### src/rtl/a0_uart_tx_if.sv
// Signal bundle between the a0 source (CPU/bench) and the UART hex dumper.
// The master drives a0/en; the slave returns the serial line and status.
interface a0_uart_tx_if #(
    parameter int DATA_WIDTH = 32
);
    logic [DATA_WIDTH-1:0] a0;
    logic                  en;
    logic                  tx;
    logic                  busy;
    logic                  pending;
    logic [7:0]            drop_count;

    modport master (output a0, en, input tx, busy, pending, drop_count);
    modport slave  (input a0, en, output tx, busy, pending, drop_count);
endinterface

### src/rtl/a0_uart_tx.sv
// Watches the CPU a0 register and streams each new value over UART as
// 8 uppercase hex characters plus '\n', with a one-entry pending buffer.
module a0_uart_tx #(
    parameter int DATA_WIDTH   = 32,
    parameter int CLKS_PER_BIT = 16
) (
    input  logic          clk,
    input  logic          rst,
    a0_uart_tx_if.slave   bus
);
    localparam int BW = (CLKS_PER_BIT > 2) ? $clog2(CLKS_PER_BIT) : 1;

    localparam logic [1:0] IDLE  = 2'd0;
    localparam logic [1:0] START = 2'd1;
    localparam logic [1:0] DATA  = 2'd2;
    localparam logic [1:0] STOP  = 2'd3;

    logic [1:0]            state_q, state_d;
    logic [BW-1:0]         baud_q, baud_d;
    logic [2:0]            bit_q, bit_d;
    logic [3:0]            byte_q, byte_d;
    logic [DATA_WIDTH-1:0] frame_q, frame_d;
    logic [DATA_WIDTH-1:0] pval_q, pval_d;
    logic                  pend_q, pend_d;
    logic [7:0]            drop_q, drop_d;
    logic [DATA_WIDTH-1:0] prev_a0_q;
    logic                  tx_q, tx_d;
    logic                  busy_q;

    logic                  change;
    logic                  baud_last;
    logic                  frame_end;
    logic [7:0]            cur_byte;

    // Byte idx of the frame: nibbles MSB first, then the newline terminator.
    function automatic logic [7:0] frame_byte(input logic [31:0] f, input logic [3:0] idx);
        logic [3:0] n;
        if (idx >= 4'd8) return 8'h0A;
        n = f[31 - 4*int'(idx) -: 4];
        return (n < 4'd10) ? (8'h30 + {4'h0, n}) : (8'h37 + {4'h0, n});
    endfunction

    assign change    = bus.en && (bus.a0 != prev_a0_q);
    assign baud_last = (baud_q == BW'(CLKS_PER_BIT - 1));
    assign frame_end = (state_q == STOP) && baud_last && (byte_q == 4'd8);

    always_comb begin
        state_d = state_q;
        baud_d  = baud_q;
        bit_d   = bit_q;
        byte_d  = byte_q;
        frame_d = frame_q;
        pval_d  = pval_q;
        pend_d  = pend_q;
        drop_d  = drop_q;

        case (state_q)
            IDLE: begin
                if (change) begin
                    frame_d = bus.a0;
                    state_d = START;
                    baud_d  = '0;
                    byte_d  = 4'd0;
                end
            end
            START: begin
                if (baud_last) begin
                    state_d = DATA;
                    bit_d   = 3'd0;
                    baud_d  = '0;
                end else begin
                    baud_d = baud_q + 1'b1;
                end
            end
            DATA: begin
                if (baud_last) begin
                    baud_d = '0;
                    if (bit_q == 3'd7) state_d = STOP;
                    else               bit_d   = bit_q + 3'd1;
                end else begin
                    baud_d = baud_q + 1'b1;
                end
            end
            default: begin
                if (baud_last) begin
                    baud_d = '0;
                    if (byte_q != 4'd8) begin
                        byte_d  = byte_q + 4'd1;
                        state_d = START;
                    end else if (change) begin
                        // Newest value bypasses the buffer so the line never idles.
                        frame_d = bus.a0;
                        byte_d  = 4'd0;
                        state_d = START;
                    end else if (pend_q) begin
                        frame_d = pval_q;
                        pend_d  = 1'b0;
                        byte_d  = 4'd0;
                        state_d = START;
                    end else begin
                        state_d = IDLE;
                    end
                end else begin
                    baud_d = baud_q + 1'b1;
                end
            end
        endcase

        if (change && (state_q != IDLE)) begin
            if (frame_end) begin
                pend_d = 1'b0;
            end else begin
                pval_d = bus.a0;
                pend_d = 1'b1;
            end
            if (pend_q && (drop_q != 8'hFF)) drop_d = drop_q + 8'd1;
        end
    end

    // tx is registered from the next-state view so it lines up with busy.
    always_comb begin
        cur_byte = frame_byte(frame_d, byte_d);
        case (state_d)
            START:   tx_d = 1'b0;
            DATA:    tx_d = cur_byte[bit_d];
            default: tx_d = 1'b1;
        endcase
    end

    always_ff @(posedge clk or posedge rst) begin
        if (rst) begin
            state_q   <= IDLE;
            baud_q    <= '0;
            bit_q     <= '0;
            byte_q    <= '0;
            frame_q   <= '0;
            pval_q    <= '0;
            pend_q    <= 1'b0;
            drop_q    <= '0;
            prev_a0_q <= '0;
            tx_q      <= 1'b1;
            busy_q    <= 1'b0;
        end else begin
            state_q   <= state_d;
            baud_q    <= baud_d;
            bit_q     <= bit_d;
            byte_q    <= byte_d;
            frame_q   <= frame_d;
            pval_q    <= pval_d;
            pend_q    <= pend_d;
            drop_q    <= drop_d;
            prev_a0_q <= bus.a0;
            tx_q      <= tx_d;
            busy_q    <= (state_d != IDLE);
        end
    end

    assign bus.tx         = tx_q;
    assign bus.busy       = busy_q;
    assign bus.pending    = pend_q;
    assign bus.drop_count = drop_q;
endmodule

### src/flat_wrapper.sv
// flat-port wrapper written by rule: the top's interface ports become plain ports
module a0_uart_tx_flat 
#(
    parameter int DATA_WIDTH   = 32,
    parameter int CLKS_PER_BIT = 16
)
  (clk, rst, bus_a0, bus_en, bus_tx, bus_busy, bus_pending, bus_drop_count);
  a0_uart_tx_if #(.DATA_WIDTH(DATA_WIDTH)) bus_i ();
  input  logic clk;
  input  logic rst;
  input wire logic [$bits(bus_i.a0)-1:0] bus_a0;
  input wire logic [$bits(bus_i.en)-1:0] bus_en;
  output wire logic [$bits(bus_i.tx)-1:0] bus_tx;
  output wire logic [$bits(bus_i.busy)-1:0] bus_busy;
  output wire logic [$bits(bus_i.pending)-1:0] bus_pending;
  output wire logic [$bits(bus_i.drop_count)-1:0] bus_drop_count;
  assign bus_i.a0 = bus_a0;
  assign bus_i.en = bus_en;
  assign bus_tx = bus_i.tx;
  assign bus_busy = bus_i.busy;
  assign bus_pending = bus_i.pending;
  assign bus_drop_count = bus_i.drop_count;
  a0_uart_tx #(.DATA_WIDTH(DATA_WIDTH), .CLKS_PER_BIT(CLKS_PER_BIT)) u_core (.clk(clk), .rst(rst), .bus(bus_i));
endmodule
### config.mk
export PLATFORM = sky130hd
export DESIGN_NAME = a0_uart_tx_flat
export DESIGN_NICKNAME = d
export VERILOG_FILES = /design/src/rtl/a0_uart_tx_if.sv /design/src/rtl/a0_uart_tx.sv /design/src/flat_wrapper.sv
export SDC_FILE = /design/constraint.sdc
export NUM_CORES = 1
export LEC_CHECK = 0
export CAP_MARGIN = 0
export CELL_PAD_IN_SITES_DETAIL_PLACEMENT = 2
export CELL_PAD_IN_SITES_GLOBAL_PLACEMENT = 2
export CORE_MARGIN = 1.5
export CORE_UTILIZATION = 39
export CTS_CLUSTER_SIZE = 8
export DETAILED_ROUTE_END_ITERATION = 6
export PLACE_DENSITY = 0.91
export SKIP_CTS_REPAIR_TIMING = 1
export SLEW_MARGIN = 15
export SYNTH_ARGS = -nofsm -noshare
export SYNTH_HDL_FRONTEND = slang
export SYNTH_SLANG_ARGS = --single-unit
### constraint.sdc
create_clock -name clk -period 4.6 [get_ports clk]
set_input_delay 0.69 -clock clk [delete_from_list [all_inputs] [get_ports clk]]
set_output_delay 0.69 -clock clk [all_outputs]
set_load 0.01 [all_outputs]
==> key figures <==
Pwr
  • Pwr per Cell Area: 644 mW/mm^2
  • VDD IR max: 0.388 mV
  • Leakage: 4.44 nW

Global route
  • M3 GR Usage: 0.0985
  • GRT met2 Usage: 0.673
  • Met1 GRT Util: 0.412
  • Largest net degree at the start of global routing: 56
  • First-pass GRT wire length: 55.7 mm
  • Global route overflow: 0
  • Initial antenna violation count: 0
  • GR Util All Layers: 0.384
  • Vias in the first global route: 8,852
  • Most Crowded Layer GR: met2

Place
  • PortBufs: 45
  • Global placer's final weighted congestion: 0.900
  • Placement Setup Slack: -833 ps
  • Post-DP HPWL: 23.4 mm

CTS
  • CTS tree: done
  • Clock Path Buffers: 2
  • H-tree depth: 4
  • Worst skew pair latency: 470 ps
  • Clk root buf: clkbuf_16
  • Total CTS buffers: 17
  • # clock sinks: 120
  • CTS clk-pin slew, worst paths: 70 ps

Synth
  • Synth top area cells: dfrtp_1, mux2_2, xor2_1
  • Post-synth top area share: 0.407
  • Area leader, netlist: dfrtp_1
  • Mean Syn Cell Area: 9.55 um^2
  • Post-synth cell types: 71
  • Sequential share of the synthesized area: 0.411
  • Compound-gate portion of the synthesized area: 0.208
  • Async SR Flop Fraction: 1.00
  • Largest family of logic cells by synthesized area: compound AO/OA/AOI/OAI gates
  • Count leader, synth: dfrtp_1
  • Yosys reg bits: 120
  • Proportion of synthesized area in mux cells: 0.118
  • Cell count after synthesis: 766
  • Net Count, Synth: 812
  • Yosys Warn Count: 0
  • Post-synth EDFFs: 0
  • Synth Flop Type: dfrtp_1
  • Simple-gate area share of the yosys netlist: 0.151
  • Synth Cell Area: 0.00731 mm^2
  • Post-Synth Adder-Cell Area: 0.0188
  • Post-Synth XOR/XNOR Area: 0.0479
  • Top cells by count, synth: dfrtp_1, nand2_1, mux2_2

Setup path
  • Crit-path max cell delay: 540 ps
  • Crit path required time: 4990 ps
  • CP Cell Sequence: clkdlybuf4s50_1 -> xor2_1 -> nor4_2 -> buf_4 -> nand4_1 -> o21ai_2 -> buf_4 -> buf_4 -> mux2_2 -> a221oi_1 -> a2111oi_1 -> o31ai_2 -> buf_4 -> nand2_1 -> and4_1 -> a311o_1 -> o22a_1
  • CP Launch Type: primary input
  • Critical path fanouts, max: 8
  • CP endpoint kind: flip-flop
  • Critical path's slowest cell: a221oi_1
  • WP buf/inv: 5
  • Family with the most delay on the worst path: compound AO/OA/AOI/OAI gates
  • Arr. time, crit path: 5240 ps
  • Setup Crit Path Kind: primary input to flip-flop
  • CP dominant cell by count: buf_4

Drt
  • Vias: 8,112
  • Routed wire length: 42.7 mm
  • DR WL/cell: 37.1 um
  • 1st-iter DRT viols: 886
  • Post-DRT Antenna Nets: 0
  • DR pass1 iterations: 7
  • DRC viols: 4
  • Vias/cell: 7.05

Run
  • Max Cap Viol: 0

Finish
  • Final nets: 954
  • Area Growth Syn to Fin: 36.8%
  • Final Util: 0.551
  • Antenna Diode Count: 0
  • Share of post-route cells with drive strength above 1: 0.322

Run status
  • Status: finished, violations left
  • Failing checks: DRC, setup timing

STA
  • Final worst-path setup slack: -253 ps
  • Period utilisation layout: 1.06
  • Final worst path period need: 4850 ps
  • Max Clock Skew: 19.0 ps
  • Final Hold Viols: 0
  • Finish-stage setup viols: 1
  • Fin. max-slew vios: 0
  • Worst slew margin: 0.267
  • Worst slew pin tran: 1070 ps
  • Achievable Freq: 0.206 GHz

Floorplanning
  • Core Rows: 49
  • Top Ports: 46
  • Initial Util: 0.403
  • Core region area: 0.0181 mm^2
  • Chip Height: 140 um
  • Chip width: 140 um
  • Die area: 0.0196 mm^2

Min path
  • Hold Crit Class: primary input to flip-flop
[metrics by stage]
step | hold WS (ps) | instance area, um^2 | total power [mW] | TNS (ps) | cells
floorplan | 471 | 7310 | 3.12 | 0 | 766
global placement | 480 | 8680 | 3.85 | -315 | 1097
detailed placement | 494 | 8680 | 4.20 | -833 | 1097
CTS | 506 | 9290 | 5.82 | -574 | 1129
global route | 522 | 10000 | 6.57 | -339 | 1150
finish | 523 | 10000 | 6.44 | -253 | 1150
[where the power goes]
group / switching (mW) / internal [mW] / leakage [nW] / total [mW]
clock network: 0.644 / 0.864 / 0.303 / 1.51
logic: 1.89 / 1.18 / 2.69 / 3.07
registers: 0.444 / 1.42 / 1.45 / 1.87
[kinds of logic after synthesis]
group	after synthesis
xor+xnor	40
compound gates	229
fa+ha+maj	11
buf+inv	76
mux	79
flops	120
simple gates	211
[sequential cells by signal (all words and copies together) (netlist names)]
signal	count
u_core.baud_q	4
u_core.bit_q	3
u_core.bus.busy	1
u_core.bus.drop_count	8
u_core.bus.pending	1
u_core.bus.tx	1
u_core.byte_q	4
u_core.frame_q	32
u_core.prev_a0_q	32
u_core.pval_q	32
u_core.state_q	2
[cell type report]
cell class                 instances  area [um^2]
timing repair buffer             174         1550
multi-input combinational        570         4450
fill                            1761         8150
inverter                          25          103
tap                              229          287
clock inverter                    15          191
clock buffer                      17          425
sequential                       120         3000
[layer usage]
metal	part of all wire	vias up
met5	0	-
met4	0.082	0
met3	0.085	260
met2	0.48	606
met1	0.35	4127
li1	-	3119
[cells in the final DEF (no fill, tap or decap), types with 7 or more instances in the layout]
cell type | netlist | final
clkdlybuf4s50_1 | 0 | 18
nand4_1 | 11 | 11
clkbuf_16 | 0 | 17
nor3_1 | 13 | 12
xor2_2 | 0 | 21
and3_1 | 19 | 19
nand3_1 | 19 | 18
a22oi_1 | 9 | 7
ha_1 | 11 | 8
dlymetal6s2s_1 | 0 | 27
xor2_1 | 35 | 12
o21ai_0 | 47 | 45
a21oi_1 | 52 | 50
a221oi_1 | 10 | 9
dfrtp_1 | 119 | 119
nand2_1 | 67 | 65
a31oi_1 | 25 | 22
buf_4 | 4 | 121
nor2_1 | 35 | 32
mux2_2 | 53 | 52
mux2i_1 | 24 | 23
inv_1 | 23 | 19
nor2b_1 | 10 | 10
or3_1 | 10 | 10
[final timing paths]
kind | endpoint | slack (ps) | from | cells past startpoint
hold / removal | u_core.prev_a0_q[20] | 520 | bus_a0[20] | 1
min in group asynchronous | u_core.pval_q[25] | 760 | rst | 2
max in group asynchronous | u_core.bus.busy | 2760 | rst | 3
hold reg to reg | u_core.pval_q[10] | 530 | u_core.pval_q[10] | 1
setup reg to reg | u_core.bus.tx | -250 | u_core.state_q[0] | 18
setup / recovery | u_core.bus.tx | -250 | bus_a0[30] | 17
Note: power is estimated with default switching activity, not from simulation.
